## src/rtl/uart_cmd_responder.sv

```systemverilog
// rtl/uart_cmd_responder.sv - UART command frame decoder driving a local register bus
// Optional trailing XOR checksum byte per frame: define UART_CMD_CSUM_EN.
module uart_cmd_responder #(
    parameter int DBITS       = 8,
    parameter int ADDR_W      = 4,
    parameter int TIMEOUT_CYC = 100000
) (
    input  logic              clk,
    input  logic              reset,
    input  logic              rx_empty,
    input  logic [DBITS-1:0]  read_data,
    output logic              read_uart,
    input  logic              tx_full,
    output logic              write_uart,
    output logic [DBITS-1:0]  write_data,
    output logic [ADDR_W-1:0] reg_addr,
    output logic [DBITS-1:0]  reg_wdata,
    output logic              reg_we,
    output logic              reg_re,
    input  logic [DBITS-1:0]  reg_rdata,
    output logic              busy,
    output logic              frame_err
);

    localparam int TW = (TIMEOUT_CYC > 2) ? $clog2(TIMEOUT_CYC) : 1;
    localparam logic [TW-1:0]    TMO_LAST = TW'(TIMEOUT_CYC - 1);
    localparam logic [DBITS-1:0] CMD_WR   = DBITS'(8'h57);
    localparam logic [DBITS-1:0] CMD_RD   = DBITS'(8'h52);
    localparam logic [DBITS-1:0] BYTE_ACK = DBITS'(8'h06);
    localparam logic [DBITS-1:0] BYTE_NAK = DBITS'(8'h15);

    typedef enum logic [2:0] {
        IDLE,
        GET_ADDR,
        GET_DATA,
`ifdef UART_CMD_CSUM_EN
        GET_CSUM,
`endif
        BUS_RD,
        BUS_WAIT,
        SEND
    } state_t;

    state_t             state_q, state_d;
    logic               is_wr_q, is_wr_d;
    logic               bad_q, bad_d;
    logic               nak_q, nak_d;
    logic [DBITS-1:0]   tx_byte_q, tx_byte_d;
    logic               read_uart_q, read_uart_d;
    logic               write_uart_q, write_uart_d;
    logic [DBITS-1:0]   write_data_q, write_data_d;
    logic [ADDR_W-1:0]  reg_addr_q, reg_addr_d;
    logic [DBITS-1:0]   reg_wdata_q, reg_wdata_d;
    logic               reg_we_q, reg_we_d;
    logic               frame_err_q, frame_err_d;
    logic [TW-1:0]      tmo_q, tmo_d;
`ifdef UART_CMD_CSUM_EN
    logic [DBITS-1:0]   csum_q, csum_d;
`endif
    logic               in_get;
    logic               take;

    always_ff @(posedge clk) begin
        if (reset) begin
            state_q      <= IDLE;
            is_wr_q      <= 1'b0;
            bad_q        <= 1'b0;
            nak_q        <= 1'b0;
            tx_byte_q    <= '0;
            read_uart_q  <= 1'b0;
            write_uart_q <= 1'b0;
            write_data_q <= '0;
            reg_addr_q   <= '0;
            reg_wdata_q  <= '0;
            reg_we_q     <= 1'b0;
            frame_err_q  <= 1'b0;
            tmo_q        <= '0;
`ifdef UART_CMD_CSUM_EN
            csum_q       <= '0;
`endif
        end else begin
            state_q      <= state_d;
            is_wr_q      <= is_wr_d;
            bad_q        <= bad_d;
            nak_q        <= nak_d;
            tx_byte_q    <= tx_byte_d;
            read_uart_q  <= read_uart_d;
            write_uart_q <= write_uart_d;
            write_data_q <= write_data_d;
            reg_addr_q   <= reg_addr_d;
            reg_wdata_q  <= reg_wdata_d;
            reg_we_q     <= reg_we_d;
            frame_err_q  <= frame_err_d;
            tmo_q        <= tmo_d;
`ifdef UART_CMD_CSUM_EN
            csum_q       <= csum_d;
`endif
        end
    end

    always_comb begin
        state_d      = state_q;
        is_wr_d      = is_wr_q;
        bad_d        = bad_q;
        nak_d        = nak_q;
        tx_byte_d    = tx_byte_q;
        read_uart_d  = 1'b0;
        write_uart_d = 1'b0;
        write_data_d = write_data_q;
        reg_addr_d   = reg_addr_q;
        reg_wdata_d  = reg_wdata_q;
        reg_we_d     = 1'b0;
        frame_err_d  = 1'b0;
        tmo_d        = '0;
        reg_re       = 1'b0;
`ifdef UART_CMD_CSUM_EN
        csum_d       = csum_q;
        in_get       = (state_q == GET_ADDR) || (state_q == GET_DATA) || (state_q == GET_CSUM);
`else
        in_get       = (state_q == GET_ADDR) || (state_q == GET_DATA);
`endif
        // The pop pulse lasts a cycle; the FIFO head only advances after it, so skip that cycle.
        take = ((state_q == IDLE) || in_get) && !rx_empty && !read_uart_q;
        if (take) begin
            read_uart_d = 1'b1;
        end

        case (state_q)
            IDLE: begin
                if (take) begin
                    bad_d = 1'b0;
`ifdef UART_CMD_CSUM_EN
                    csum_d = read_data;
`endif
                    if (read_data == CMD_WR) begin
                        is_wr_d = 1'b1;
                        state_d = GET_ADDR;
                    end else if (read_data == CMD_RD) begin
                        is_wr_d = 1'b0;
                        state_d = GET_ADDR;
                    end else begin
                        tx_byte_d = BYTE_NAK;
                        nak_d     = 1'b1;
                        state_d   = SEND;
                    end
                end
            end
            GET_ADDR: begin
                if (take) begin
                    bad_d      = (read_data >> ADDR_W) != '0;
                    reg_addr_d = read_data[ADDR_W-1:0];
`ifdef UART_CMD_CSUM_EN
                    csum_d  = csum_q ^ read_data;
                    state_d = is_wr_q ? GET_DATA : GET_CSUM;
`else
                    if (is_wr_q) begin
                        state_d = GET_DATA;
                    end else if ((read_data >> ADDR_W) != '0) begin
                        tx_byte_d = BYTE_NAK;
                        nak_d     = 1'b1;
                        state_d   = SEND;
                    end else begin
                        state_d = BUS_RD;
                    end
`endif
                end
            end
            GET_DATA: begin
                if (take) begin
                    reg_wdata_d = read_data;
`ifdef UART_CMD_CSUM_EN
                    csum_d  = csum_q ^ read_data;
                    state_d = GET_CSUM;
`else
                    tx_byte_d = bad_q ? BYTE_NAK : BYTE_ACK;
                    nak_d     = bad_q;
                    reg_we_d  = !bad_q;
                    state_d   = SEND;
`endif
                end
            end
`ifdef UART_CMD_CSUM_EN
            GET_CSUM: begin
                if (take) begin
                    if (bad_q || (read_data != csum_q)) begin
                        tx_byte_d = BYTE_NAK;
                        nak_d     = 1'b1;
                        state_d   = SEND;
                    end else if (is_wr_q) begin
                        tx_byte_d = BYTE_ACK;
                        nak_d     = 1'b0;
                        reg_we_d  = 1'b1;
                        state_d   = SEND;
                    end else begin
                        state_d = BUS_RD;
                    end
                end
            end
`endif
            BUS_RD: begin
                reg_re  = 1'b1;
                state_d = BUS_WAIT;
            end
            BUS_WAIT: begin
                tx_byte_d = reg_rdata;
                nak_d     = 1'b0;
                state_d   = SEND;
            end
            SEND: begin
                if (!tx_full) begin
                    write_uart_d = 1'b1;
                    write_data_d = tx_byte_q;
                    frame_err_d  = nak_q;
                    state_d      = IDLE;
                end
            end
            default: state_d = IDLE;
        endcase

        if (in_get && !take && rx_empty) begin
            if (tmo_q == TMO_LAST) begin
                state_d     = IDLE;
                frame_err_d = 1'b1;
            end else begin
                tmo_d = tmo_q + TW'(1);
            end
        end else if (in_get && !take) begin
            tmo_d = tmo_q;
        end
    end

    assign read_uart  = read_uart_q;
    assign write_uart = write_uart_q;
    assign write_data = write_data_q;
    assign reg_addr   = reg_addr_q;
    assign reg_wdata  = reg_wdata_q;
    assign reg_we     = reg_we_q;
    assign frame_err  = frame_err_q;
    assign busy       = (state_q != IDLE);

endmodule
```

## config.mk

```make
export PLATFORM = sky130hd
export DESIGN_NAME = uart_cmd_responder
export DESIGN_NICKNAME = d
export VERILOG_FILES = /design/src/rtl/uart_cmd_responder.sv
export SDC_FILE = /design/constraint.sdc
export NUM_CORES = 1
export LEC_CHECK = 0
export BUFFER_PORTS_ARGS = -buffer_cell sky130_fd_sc_hd__buf_2
export CORE_UTILIZATION = 49
export CTS_BUF_LIST = sky130_fd_sc_hd__clkbuf_16
export DETAILED_ROUTE_END_ITERATION = 8
export GPL_TIMING_DRIVEN = 1
export PLACE_DENSITY = 0.74
export SYNTH_ARGS = -nofsm -noshare
export SYNTH_HDL_FRONTEND = slang
export SYNTH_SLANG_ARGS = --single-unit
```

## constraint.sdc

```tcl
create_clock -name clk -period 1.84 [get_ports clk]
set_input_delay 0.368 -clock clk [delete_from_list [all_inputs] [get_ports clk]]
set_output_delay 0.368 -clock clk [all_outputs]
set_load 0.005 [all_outputs]
```

Word level (Yosys, flattened, before mapping)
Cells that the tools add are included.
Word-level totals
  flip-flop bits (word level): 55
  logic and storage cells: 101
  bits of input ports: 20
  output and inout port bits: 26
Cells by class
  reduce and logical (&&, ||, !) cells: 24
  mux-type cells: 43
  bitwise logic cells: 4
  equal/unequal tests: 16
  $add $sub $neg: 1
Operator list (count)
  $mux W8: 7
  $mux W17: 3
  $pmux W8 S4: 1
  $mux W3: 10
  $mux W1: 18
  $pmux W3 S6: 1
  $add A17 B1 Y17 const B: 1
  $eq A17 B17 Y1 const B: 1
  $eq A8 B7 Y1 const B: 2
  $ne A2 B2 Y1 const B: 6
  $reduce_and A8 Y1: 1
  $reduce_bool A8 Y1: 1
  $eq A3 B2 Y1 const B: 2
  $eq A3 B3 Y1 const B: 2
  $reduce_and A2 Y1: 3
  $reduce_and A3 Y1: 2
  $mux W5: 1
  $logic_and A1 B1 Y1: 4
  $logic_not A1 Y1: 4
  $ne A2 B1 Y1 const B: 2
  $not A1 Y1: 4
  $pmux W1 S4: 1
  $reduce_bool A2 Y1: 2
  $reduce_bool A4 Y1: 1
  other kinds (7): 8

Longest topological paths before layout
Gate-level depths: netlist of the first run.
  depth after elaboration: 9
  depth in mapped cells: 7
  mapped depth without buffers: 6

Worst setup path before layout of the first run
No wires, ideal clock.
  path type: input port to flip-flop
  start: input port rx_empty
  end: register tx_byte_q[4]
  required time: 1.770 ns
  stages: 7
  data arrival time: 1.847 ns
  setup slack: -0.078 ns
  cells stage by stage: buf_2 > or4b_2 > a21oi_1 > a221oi_2 > buf_6 > or2_0 > a21oi_1
On the way
  word-level cells in the longest chain between the ends: 5
  elaborated cells between the ends (all ways): 7
Ends and longest elaborated chain
  start, declared: line 10  | input logic rx_empty,
  $logic_not A1 Y1 *: line 123  | take = ((state_q == IDLE) || in_get) && !rx_empty && !read_uart_q;
  $logic_and A1 B1 Y1 * (2 in a row): line 123
  $ne A2 B2 Y1 (no line)
  $reduce_and A8 Y1 (no line) *
  end signal, assigned: line 86  | tx_byte_q <= tx_byte_d;
  end, declared: line 48  | logic [DBITS-1:0] tx_byte_q, tx_byte_d;
Every way passes the cells marked *; elsewhere a longest branch is shown, timed or not.
A chain may end at the register's enable or synchronous reset.

Worst setup path after layout of the first run
  start: register tmo_q[11]
  end: register tmo_q[15]
On the way
  word-level cells in the longest chain between the ends: 3
  elaborated cells between the ends (all ways): 4
Ends and longest elaborated chain
  start, declared: line 56  | logic [TW-1:0] tmo_q, tmo_d;
  start signal, assigned: line 94  | tmo_q <= tmo_d;
  $add A17 B1 Y17 or $eq A17 B17 Y1 (tied branches): line 225, 221
  $mux W17 *: line 221  | if (tmo_q == TMO_LAST) begin
  $mux W17 *: line 220  | if (in_get && !take && rx_empty) begin
Marks and branches as above.

==> impl_metrics.py, run 1 <==
metrics = {
    "cells_and_area": {
        "syn2layout_area_growth_pct": 30.9,
        "drive_above_1_share_pct": 29.1,
        "fin_nets": 406,
        "antenna_cells_inserted": 0,
        "finalNonFillerCells": 452,
        "final_cell_area_excluding_filler_cells_mm2": 0.00328,
    },
    "detailed_routing": {
        "avg_vias_per_cell": 5.62,
        "wl_met2_mm": 2.94,
        "wl_met3_um": 454,
        "detail_route.drc_violations": 0,
        "ant_nets": 0,
        "detailedRoute.firstPassIterationCount": 4,
        "routed-via-count": 2538,
        "route.detailed.wl_per_inst_um": 14.1,
        "highest-signal-layer": "met4",
        "wl_mm": 6.36,
        "m1WireLength_mm": 2.83,
        "detailedRoute.firstIterationViolations": 176,
    },
    "synth": {
        "post-synth-top-area-cell": "sky130_fd_sc_hd__dfxtp_1",
        "synthMostInstantiatedCell": "sky130_fd_sc_hd__dfxtp_1",
        "synth_enable_flop_cells": 0,
        "asyncSetResetFlopFracSynth_pct": 0,
        "synth_top_flop_cell": "sky130_fd_sc_hd__dfxtp_1",
        "synthTopCellsByArea": "sky130_fd_sc_hd__dfxtp_1 44%, sky130_fd_sc_hd__a21oi_1 8.0%, sky130_fd_sc_hd__nand2_1 7.9%",
        "postSynthNetCount": 330,
        "synthDominantCellAreaShare_pct": 44.0,
        "syn_inst": 309,
        "synthTopCellsByCount": "55 x sky130_fd_sc_hd__dfxtp_1, 53 x sky130_fd_sc_hd__nand2_1, 40 x sky130_fd_sc_hd__a21oi_1, 25 x sky130_fd_sc_hd__nor2_1, 19 x sky130_fd_sc_hd__nand3_1",
        "avgSynthCellArea_um2": 8.10,
        "synth-seq-cells": 55,
        "part_of_the_yosys_area_used_for_sequential_elements_pct": 44.0,
        "post_synth_instance_area_mm2": 0.00250,
        "ys_types": 50,
        "synth_warnings": 0,
    },
    "placed_design": {
        "port-buffer-count": 45,
        "postPlaceCellArea_mm2": 0.00302,
        "placed_cells": 442,
        "detailedPlacementHpwl_mm": 4.25,
        "gp_congestion": 0.871,
    },
    "global_routing": {
        "grt_start_max_net_pins": 45,
        "track_usage_pct": 24.0,
        "gr-total-overflow": 0,
        "grt_pass1_wl_mm": 10.1,
        "vias_in_the_first_global_route": 2259,
        "antenna_found_initial": 0,
    },
    "floorplanning": {
        "dieHeight_um": 73.5,
        "boundaryPins": 46,
        "fp.coreArea_mm2": 0.00482,
        "initial_utilization_pct": 52.0,
        "core.rowCount": 25,
        "dieWidth_um": 73.5,
        "dieArea_mm2": 0.00540,
    },
    "clock_network": {
        "clk_latency_ns": 0.29,
        "cts.htree.levels": 2,
        "cts_sinks": 55,
        "clock_path_buffers": 2,
        "cts_made_buffers": 5,
        "clk_root_buffer_cell": "sky130_fd_sc_hd__clkbuf_16",
        "cts.reportedPaths.clkPinSlew_ns": 0.07,
        "cts_tree": "yes",
    },
    "power_and_ir_drop": {
        "power_per_cell_area_mw_per_mm2": 818,
        "power_switching_share_pct": 24.0,
        "part_of_the_power_in_combinational_logic_pct": 14.2,
        "internal_power_w": 0.00204,
        "leakagePower_nw": 1.32,
        "power.share.sequential_pct": 46.7,
        "maximum_vdd_drop_v": 0.000497,
        "clkPwrFrac_pct": 39.1,
        "switching_power_w": 0.000642,
    },
    "critical_path": {
        "crit_path_max_fanout": 4,
        "critPathLaunchType": "flip-flop",
        "timing.critical_path.required_ns": 2.00,
        "endpoint_type_of_the_worst_setup_path": "flip-flop",
        "path_cells": "or4b_4 -> nor4_4 -> buf_4 -> a211oi_2 -> o21ai_1 -> a21oi_1",
        "cp_slowest_cell": "sky130_fd_sc_hd__or4b_4",
        "critPathArrivalTime_ns": 2.01,
        "slowest_delay_ns": 0.55,
        "critPathKind": "flip-flop to flip-flop",
        "cp.buffers_inverters": 1,
        "cp_top_family": "simple AND/OR/NAND/NOR gates",
    },
    "timing": {
        "max_slew.worst_pin.slew_ns": 0.568,
        "maxSlewHeadroom_pct": 61.9,
        "setup_viol": 1,
        "fin_worst_skew_ns": 0.00658,
        "finalHoldViolations": 0,
        "max_freq_mhz": 541,
        "post-route-min-period_ns": 1.85,
        "ratio_of_final_minimum_period_to_clock_period_pct": 101,
        "final_max_slew_viol_count": 0,
        "finalWorstSetupSlack_ns": -0.00920,
        "worst_hold_slack_ns": 0.332,
        "rsz0062_at_grt": "true",
        "fin_setup_tns_ns": -0.00920,
    },
    "job": {
        "maxCapViolCount": 0,
    },
    "worst_hold_path": {
        "min-delay-path-class": "primary input to flip-flop",
    },
    "outcome": {
        "violations": "negative setup slack",
        "outcome": "finished with violations",
    },
}
==> path summary, 6_finish.rpt <==
path / cells past startpoint / endpoint / slack [ns] / startpoint
worst min-delay path: 3 / tx_byte_q[6] / 0.33 / reg_rdata[6]
worst min register to register: 2 / write_data[6] / 0.45 / write_data[6]
worst max-delay path: 6 / tmo_q[15] / -0.009 / tmo_q[11]
worst max register to register: 6 / tmo_q[15] / -0.009 / tmo_q[11]
==> final cells by class <==
| cell class | instances | area [um2] |
|---|---|---|
| inverter | 6 | 22.5 |
| timing repair buffer | 83 | 510 |
| sequential | 55 | 1100 |
| clock inverter | 2 | 37.5 |
| tap | 67 | 83.8 |
| clock buffer | 5 | 125 |
| fill | 405 | 1540 |
| multi-input combinational | 234 | 1390 |
==> worst register-to-register path: stages, from the launching register on <==
cell                       delay, ns
sky130_fd_sc_hd__dfxtp_2        0.32
sky130_fd_sc_hd__or4b_4         0.55
sky130_fd_sc_hd__nor4_4         0.34
sky130_fd_sc_hd__buf_4          0.23
sky130_fd_sc_hd__a211oi_2       0.05
sky130_fd_sc_hd__o21ai_1        0.15
sky130_fd_sc_hd__a21oi_1        0.08
==> cells by family (layout without fill, tap and decap cells) <==
family	after synthesis	after routing	synth area share, %
muxes	3	3	1.20
and+or+nand+nor	151	152	31.3
AOI/OAI and AO/OA	74	74	17.7
DFF	55	55	44.0
buffers and inverters	21	96	3.90
xor gates and xnor gates	4	4	1.40
adders and majority gates	1	1	0.500
==> state kept, by name, indices dropped and copies added, names as in the netlist <==
signal / flops
bad_q: 1
reg_addr: 4
tmo_q: 17
reg_we: 1
read_uart: 1
frame_err: 1
is_wr_q: 1
write_data: 8
tx_byte_q: 8
state_q: 3
nak_q: 1
reg_wdata: 8
write_uart: 1
==> cell usage in the layout (no fill, tap or decap), types with 5 or more instances in the layout <==
cell type / instances
sky130_fd_sc_hd__nand3_1: 19
sky130_fd_sc_hd__inv_1: 6
sky130_fd_sc_hd__nor2_1: 24
sky130_fd_sc_hd__clkbuf_16: 5
sky130_fd_sc_hd__a21oi_1: 39
sky130_fd_sc_hd__nor3_1: 8
sky130_fd_sc_hd__nand2_1: 52
sky130_fd_sc_hd__buf_2: 45
sky130_fd_sc_hd__buf_4: 38
sky130_fd_sc_hd__o21ai_0: 8
sky130_fd_sc_hd__dfxtp_1: 53
==> layer usage <==
metal / up-vias / GRT usage [%]
met5: - / 0
met1: 1172 / 32.2
li1: 1262 / -
met4: 0 / 7.91
met3: 13 / 5.49
met2: 91 / 38.1
==> power groups by stage <==
| stage | Combinational, W | Clock, W | Sequential, W |
|---|---|---|---|
| CTS | 0.000357 | 0.00106 | 0.00125 |
| floorplan | 0.000217 | 0 | 0.00127 |
| global placement | 0.000345 | 0 | 0.00128 |
| finish | 0.000381 | 0.00105 | 0.00125 |
| global route | 0.000421 | 0.00111 | 0.00126 |
| detailed placement | 0.000350 | 0 | 0.00128 |
==> stage by stage <==
stage	power [W]	setup WS (ns)	utilization, %
2_1_floorplan	0.00149	0.00480	-
3_3_place_gp	0.00162	-0.103	62.6
3_5_place_dp	0.00163	-0.151	62.6
4_1_cts	0.00267	0.0239	66.2
5_1_grt	0.00279	-0.0835	68.0
6_report	0.00268	-0.00920	68.0
==> what timing repair did <==
action / CTS / global route
hold buffers: 0 / 0
resized for setup: 2 / 15
pin swaps: 1 / 9
buffers inserted: 0 / 2
cloned: 0 / 1
endpoints found under the setup margin: 10 / 16
Power figures use the tool's default switching activity.
==> run 2: changes to the inputs <==
--- a/config.mk
+++ b/config.mk
@@ -6,11 +6,11 @@
 export NUM_CORES = 1
 export LEC_CHECK = 0
 export BUFFER_PORTS_ARGS = -buffer_cell sky130_fd_sc_hd__buf_2
-export CORE_UTILIZATION = 49
+export CORE_UTILIZATION = 55
 export CTS_BUF_LIST = sky130_fd_sc_hd__clkbuf_16
 export DETAILED_ROUTE_END_ITERATION = 8
 export GPL_TIMING_DRIVEN = 1
-export PLACE_DENSITY = 0.74
+export PLACE_DENSITY = 0.79
 export SYNTH_ARGS = -nofsm -noshare
 export SYNTH_HDL_FRONTEND = slang
 export SYNTH_SLANG_ARGS = --single-unit
==> constraint.sdc (replaced) <==
create_clock -name clk -period 2.2 [get_ports clk]
set_input_delay 0.44 -clock clk [delete_from_list [all_inputs] [get_ports clk]]
set_output_delay 0.44 -clock clk [all_outputs]
set_load 0.05 [all_outputs]
==> impl_metrics.py, run 2 (synthesized netlist as in run 1, its figures left out) <==
metrics = {
    "clock_network": {
        "cts_tree": "yes",
        "cts.htree.levels": 2,
        "cts_made_buffers": 5,
        "clk_latency_ns": 0.30,
        "clk_root_buffer_cell": "sky130_fd_sc_hd__clkbuf_16",
        "cts_sinks": 55,
        "cts.reportedPaths.clkPinSlew_ns": 0.07,
        "clock_path_buffers": 2,
    },
    "timing": {
        "ratio_of_final_minimum_period_to_clock_period_pct": 91.9,
        "final_max_slew_viol_count": 0,
        "max_slew.worst_pin.slew_ns": 0.765,
        "post-route-min-period_ns": 2.02,
        "fin_worst_skew_ns": 0.00420,
        "setup_viol": 0,
        "fin_setup_tns_ns": 0,
        "rsz0062_at_grt": "false",
        "max_freq_mhz": 494,
        "finalHoldViolations": 0,
        "maxSlewHeadroom_pct": 49.0,
    },
    "critical_path": {
        "critPathLaunchType": "flip-flop",
        "critPathArrivalTime_ns": 2.25,
        "crit_path_max_fanout": 10,
        "endpoint_type_of_the_worst_setup_path": "flip-flop",
        "timing.critical_path.required_ns": 2.43,
        "critPathKind": "flip-flop to flip-flop",
        "worstRegToRegCells": 5,
    },
    "placed_design": {
        "detailedPlacementHpwl_mm": 4.35,
        "port-buffer-count": 45,
        "postPlaceCellArea_mm2": 0.00286,
        "gp_congestion": 0.913,
        "placed_cells": 410,
    },
    "floorplanning": {
        "boundaryPins": 46,
        "dieArea_mm2": 0.00483,
        "core.rowCount": 24,
        "dieHeight_um": 69.5,
        "dieWidth_um": 69.5,
        "initial_utilization_pct": 57.5,
        "fp.coreArea_mm2": 0.00435,
    },
    "cells_and_area": {
        "fin_nets": 388,
        "largest_register_ffs": 17,
        "final_cell_area_excluding_filler_cells_mm2": 0.00304,
        "layout.cells.most_common": "sky130_fd_sc_hd__dfxtp_1",
        "drive_above_1_share_pct": 22.3,
        "top_register": "tmo_q",
        "most_frequent_cells_in_the_layout": "55 x sky130_fd_sc_hd__dfxtp_1, 53 x sky130_fd_sc_hd__nand2_1, 45 x sky130_fd_sc_hd__buf_2",
        "num-fill-cells": 358,
        "syn2layout_area_growth_pct": 21.2,
        "final_core_utilization_pct": 69.7,
        "finalNonFillerCells": 420,
        "antenna_cells_inserted": 0,
    },
    "power_and_ir_drop": {
        "leakagePower_nw": 1.21,
        "power_per_cell_area_mw_per_mm2": 717,
        "maximum_vdd_drop_v": 0.000515,
    },
    "detailed_routing": {
        "detailedRoute.firstPassIterationCount": 4,
        "detail_route.drc_violations": 0,
        "detailedRoute.firstIterationViolations": 104,
        "wl_mm": 5.90,
        "routed-via-count": 2454,
        "avg_vias_per_cell": 5.84,
        "route.detailed.wl_per_inst_um": 14.0,
        "ant_nets": 0,
    },
    "global_routing": {
        "antenna_found_initial": 0,
        "track_usage_pct": 25.8,
        "gr-total-overflow": 0,
        "grt_pass1_wl_mm": 10.1,
        "vias_in_the_first_global_route": 2265,
        "grt_start_max_net_pins": 22,
    },
    "outcome": {
        "outcome": "finished, final reports clean",
    },
    "worst_hold_path": {
        "worstHoldPathCells": 3,
        "min-delay-path-class": "primary input to flip-flop",
    },
    "job": {
        "maxCapViolCount": 0,
    },
}
## run 2: worst paths after layout
check | start | endpoint | slack (ns)
max | state_q[1] | nak_q | 0.18
min | reg_rdata[3] | tx_byte_q[3] | 0.39
max reg2reg | state_q[1] | nak_q | 0.18
min reg2reg | reg_wdata[5] | reg_wdata[5] | 0.45
## run 2: area by class of cell
class / instances / area (um2) / area share, %
clock buffer: 5 / 125 / 4.12
clock inverter: 3 / 27.5 / 0.907
inverter: 6 / 22.5 / 0.742
multi-input combinational: 233 / 1310 / 43.2
sequential: 55 / 1100 / 36.3
tap: 52 / 65.1 / 2.14
timing repair buffer: 66 / 383 / 12.6
## run 2: what timing repair did
item | CTS | global route
setup endpoints to repair | 0 | 9
gates resized for setup | 0 | 1
hold buffers | 0 | 0
buffers inserted | 0 | 2
## run 2: layer usage
metal | vias up | global-route usage (%) | share of wire (%) | routed length, um
met1 | 1158 | 31.6 | 44 | 2610
met3 | 11 | 6.69 | 5.4 | 316
met2 | 62 | 42.8 | 48 | 2860
met5 | - | 0 | 0 | 0
li1 | 1223 | - | - | -
met4 | 0 | 10.7 | 2.0 | 119
## run 2: metrics by stage
step           power, W  hold WS (ns)  worst slack [ns]
6_report        0.00218         0.391             0.177
5_1_grt         0.00226         0.419            0.0652
4_1_cts         0.00219         0.390            0.0822
3_5_place_dp    0.00138         0.445           -0.0381
3_3_place_gp    0.00137         0.440            0.0958
2_1_floorplan   0.00128         0.431             0.210
## run 2: worst max-delay path, stage by stage (launching register included)
cell and delay (ns):
sky130_fd_sc_hd__dfxtp_1 0.45, sky130_fd_sc_hd__or4b_2 0.60, sky130_fd_sc_hd__a21oi_1 0.22, sky130_fd_sc_hd__a221oi_2 0.14, sky130_fd_sc_hd__or3b_1 0.39, sky130_fd_sc_hd__a21oi_1 0.15
## run 2: power breakdown
part / leakage (nW) / switching (W) / total [W] / internal [W]
sequential: 0.446 / 0.0000244 / 0.00105 / 0.00103
clock: 0.0723 / 0.000382 / 0.000817 / 0.000435
combinational: 0.688 / 0.000189 / 0.000308 / 0.000119
==> run 3: changes to the inputs <==
--- a/config.mk
+++ b/config.mk
@@ -7,7 +7,6 @@
 export LEC_CHECK = 0
 export BUFFER_PORTS_ARGS = -buffer_cell sky130_fd_sc_hd__buf_2
 export CORE_UTILIZATION = 55
-export CTS_BUF_LIST = sky130_fd_sc_hd__clkbuf_16
 export DETAILED_ROUTE_END_ITERATION = 8
 export GPL_TIMING_DRIVEN = 1
 export PLACE_DENSITY = 0.79
==> impl_metrics.py, run 3 (synthesized netlist as in run 1, its figures left out) <==
metrics = {
    "global_routing": {
        "grt_pass1_wl_mm": 10.1,
        "antenna_found_initial": 0,
        "vias_in_the_first_global_route": 2252,
        "grt_start_max_net_pins": 22,
        "gr-total-overflow": 0,
        "track_usage_pct": 25.7,
    },
    "power_and_ir_drop": {
        "leakagePower_nw": 1.18,
        "internal_power_w": 0.00138,
        "power.share.sequential_pct": 53.8,
        "design_power_total_w": 0.00196,
        "power_switching_share_pct": 29.3,
        "part_of_the_power_in_combinational_logic_pct": 15.7,
        "maximum_vdd_drop_v": 0.000456,
        "power_per_cell_area_mw_per_mm2": 657,
        "clkPwrFrac_pct": 30.5,
        "switching_power_w": 0.000573,
    },
    "timing": {
        "finalWorstSetupSlack_ns": 0.160,
        "rsz0062_at_grt": "false",
        "max_freq_mhz": 490,
        "ratio_of_final_minimum_period_to_clock_period_pct": 92.7,
        "fin_worst_skew_ns": 0.00667,
        "post-route-min-period_ns": 2.04,
        "final_max_slew_viol_count": 0,
        "max_slew.worst_pin.slew_ns": 0.773,
        "setup_viol": 0,
        "finalHoldViolations": 0,
        "worst_hold_slack_ns": 0.364,
        "maxSlewHeadroom_pct": 48.5,
    },
    "job": {
        "maxCapViolCount": 0,
    },
    "cells_and_area": {
        "syn2layout_area_growth_pct": 19.0,
        "largest_register_ffs": 17,
        "finalNonFillerCells": 420,
        "layout.cells.most_common": "sky130_fd_sc_hd__dfxtp_1",
        "fin_nets": 388,
        "num-fill-cells": 360,
        "drive_above_1_share_pct": 22.3,
        "multiInputGateArea_mm2": 0.00131,
        "regArea_mm2": 0.00110,
        "most_frequent_cells_in_the_layout": "55 x sky130_fd_sc_hd__dfxtp_1, 53 x sky130_fd_sc_hd__nand2_1, 45 x sky130_fd_sc_hd__buf_2",
        "antenna_cells_inserted": 0,
        "top_register": "tmo_q",
        "final_cell_area_excluding_filler_cells_mm2": 0.00298,
    },
    "placed_design": {
        "gp_congestion": 0.913,
        "placed_cells": 410,
        "dpl_worst_slack_ns": -0.0381,
        "port-buffer-count": 45,
        "postPlaceCellArea_mm2": 0.00286,
        "detailedPlacementHpwl_mm": 4.35,
    },
    "critical_path": {
        "timing.critical_path.required_ns": 2.46,
        "critPathKind": "flip-flop to flip-flop",
        "endpoint_type_of_the_worst_setup_path": "flip-flop",
        "critPathArrivalTime_ns": 2.30,
        "worst_r2r_startpoint": "state_q[1]",
        "critPathLaunchType": "flip-flop",
        "timing.critical_path.from": "state_q[1]",
        "crit_path_max_fanout": 10,
    },
    "clock_network": {
        "cts_sinks": 55,
        "clk_latency_ns": 0.32,
        "clock_path_buffers": 2,
        "clk_root_buffer_cell": "sky130_fd_sc_hd__clkbuf_8",
        "cts.reportedPaths.clkPinSlew_ns": 0.11,
        "cts.htree.levels": 2,
        "cts_made_buffers": 5,
        "cts_tree": "yes",
        "hold_buffers": 0,
    },
    "detailed_routing": {
        "routed-via-count": 2439,
        "wl_mm": 5.90,
        "detailedRoute.firstPassIterationCount": 4,
        "route.detailed.wl_per_inst_um": 14.0,
        "detail_route.drc_violations": 0,
        "avg_vias_per_cell": 5.81,
        "ant_nets": 0,
        "detailedRoute.firstIterationViolations": 96,
    },
    "floorplanning": {
        "initial_utilization_pct": 57.5,
        "dieHeight_um": 69.5,
        "dieArea_mm2": 0.00483,
        "dieWidth_um": 69.5,
        "core.rowCount": 24,
        "boundaryPins": 46,
        "fp.coreArea_mm2": 0.00435,
    },
    "worst_hold_path": {
        "min-delay-start": "reg_rdata[3]",
        "min-delay-path-class": "primary input to flip-flop",
    },
    "outcome": {
        "outcome": "finished, final reports clean",
    },
}
==> run 3: final timing paths <==
check            endpoint  slack (ns)  depth (start not counted)
max reg2reg         nak_q        0.16                          5
min          tx_byte_q[3]        0.36                          3
max                 nak_q        0.16                          5
min reg2reg  reg_wdata[5]        0.46                          2
==> run 3: through the flow <==
step | utilization, % | TNS, ns
finish | 68.4 | 0
global route | 68.4 | 0
CTS | 67.9 | 0
detailed placement | 65.7 | -0.0381
global placement | 65.7 | 0
floorplan | - | 0
==> run 3: layer usage <==
metal	GRT usage [%]	part of all wire [%]	vias to the layer above
met5	0	0	-
met3	7.12	5.4	14
li1	-	-	1220
met1	31.7	44	1137
met4	10.7	2.1	0
met2	42.3	48	68
==> run 3: worst max-delay path: stages, from the launching register on <==
cell	delay (ns)
sky130_fd_sc_hd__dfxtp_1	0.47
sky130_fd_sc_hd__or4b_2	0.61
sky130_fd_sc_hd__a21oi_1	0.22
sky130_fd_sc_hd__a221oi_2	0.14
sky130_fd_sc_hd__or3b_1	0.39
sky130_fd_sc_hd__a21oi_1	0.15
==> run 3: final cells by class <==
class | instances | area share [%]
clock buffers | 5 | 2.31
inverters | 6 | 0.756
multi-input cells | 233 | 44.0
well taps | 52 | 2.18
flip-flops and latches | 55 | 37.0
clock inverters | 3 | 0.924
repair buffers | 66 | 12.9
==> run 3: power by group through the flow <==
stage          registers (W)  clock network (W)  logic, W
3_5_place_dp         0.00108                  0  0.000304
4_1_cts              0.00105           0.000614  0.000304
5_1_grt              0.00106           0.000644  0.000338
2_1_floorplan        0.00109                  0  0.000192
6_report             0.00105           0.000596  0.000308
3_3_place_gp         0.00107                  0  0.000298
==> run 3: timing repair <==
| action | 4_1_cts | 5_1_grt |
|---|---|---|
| setup endpoints to repair | 0 | 9 |
| resized for setup | 0 | 1 |
| buffers inserted | 0 | 2 |
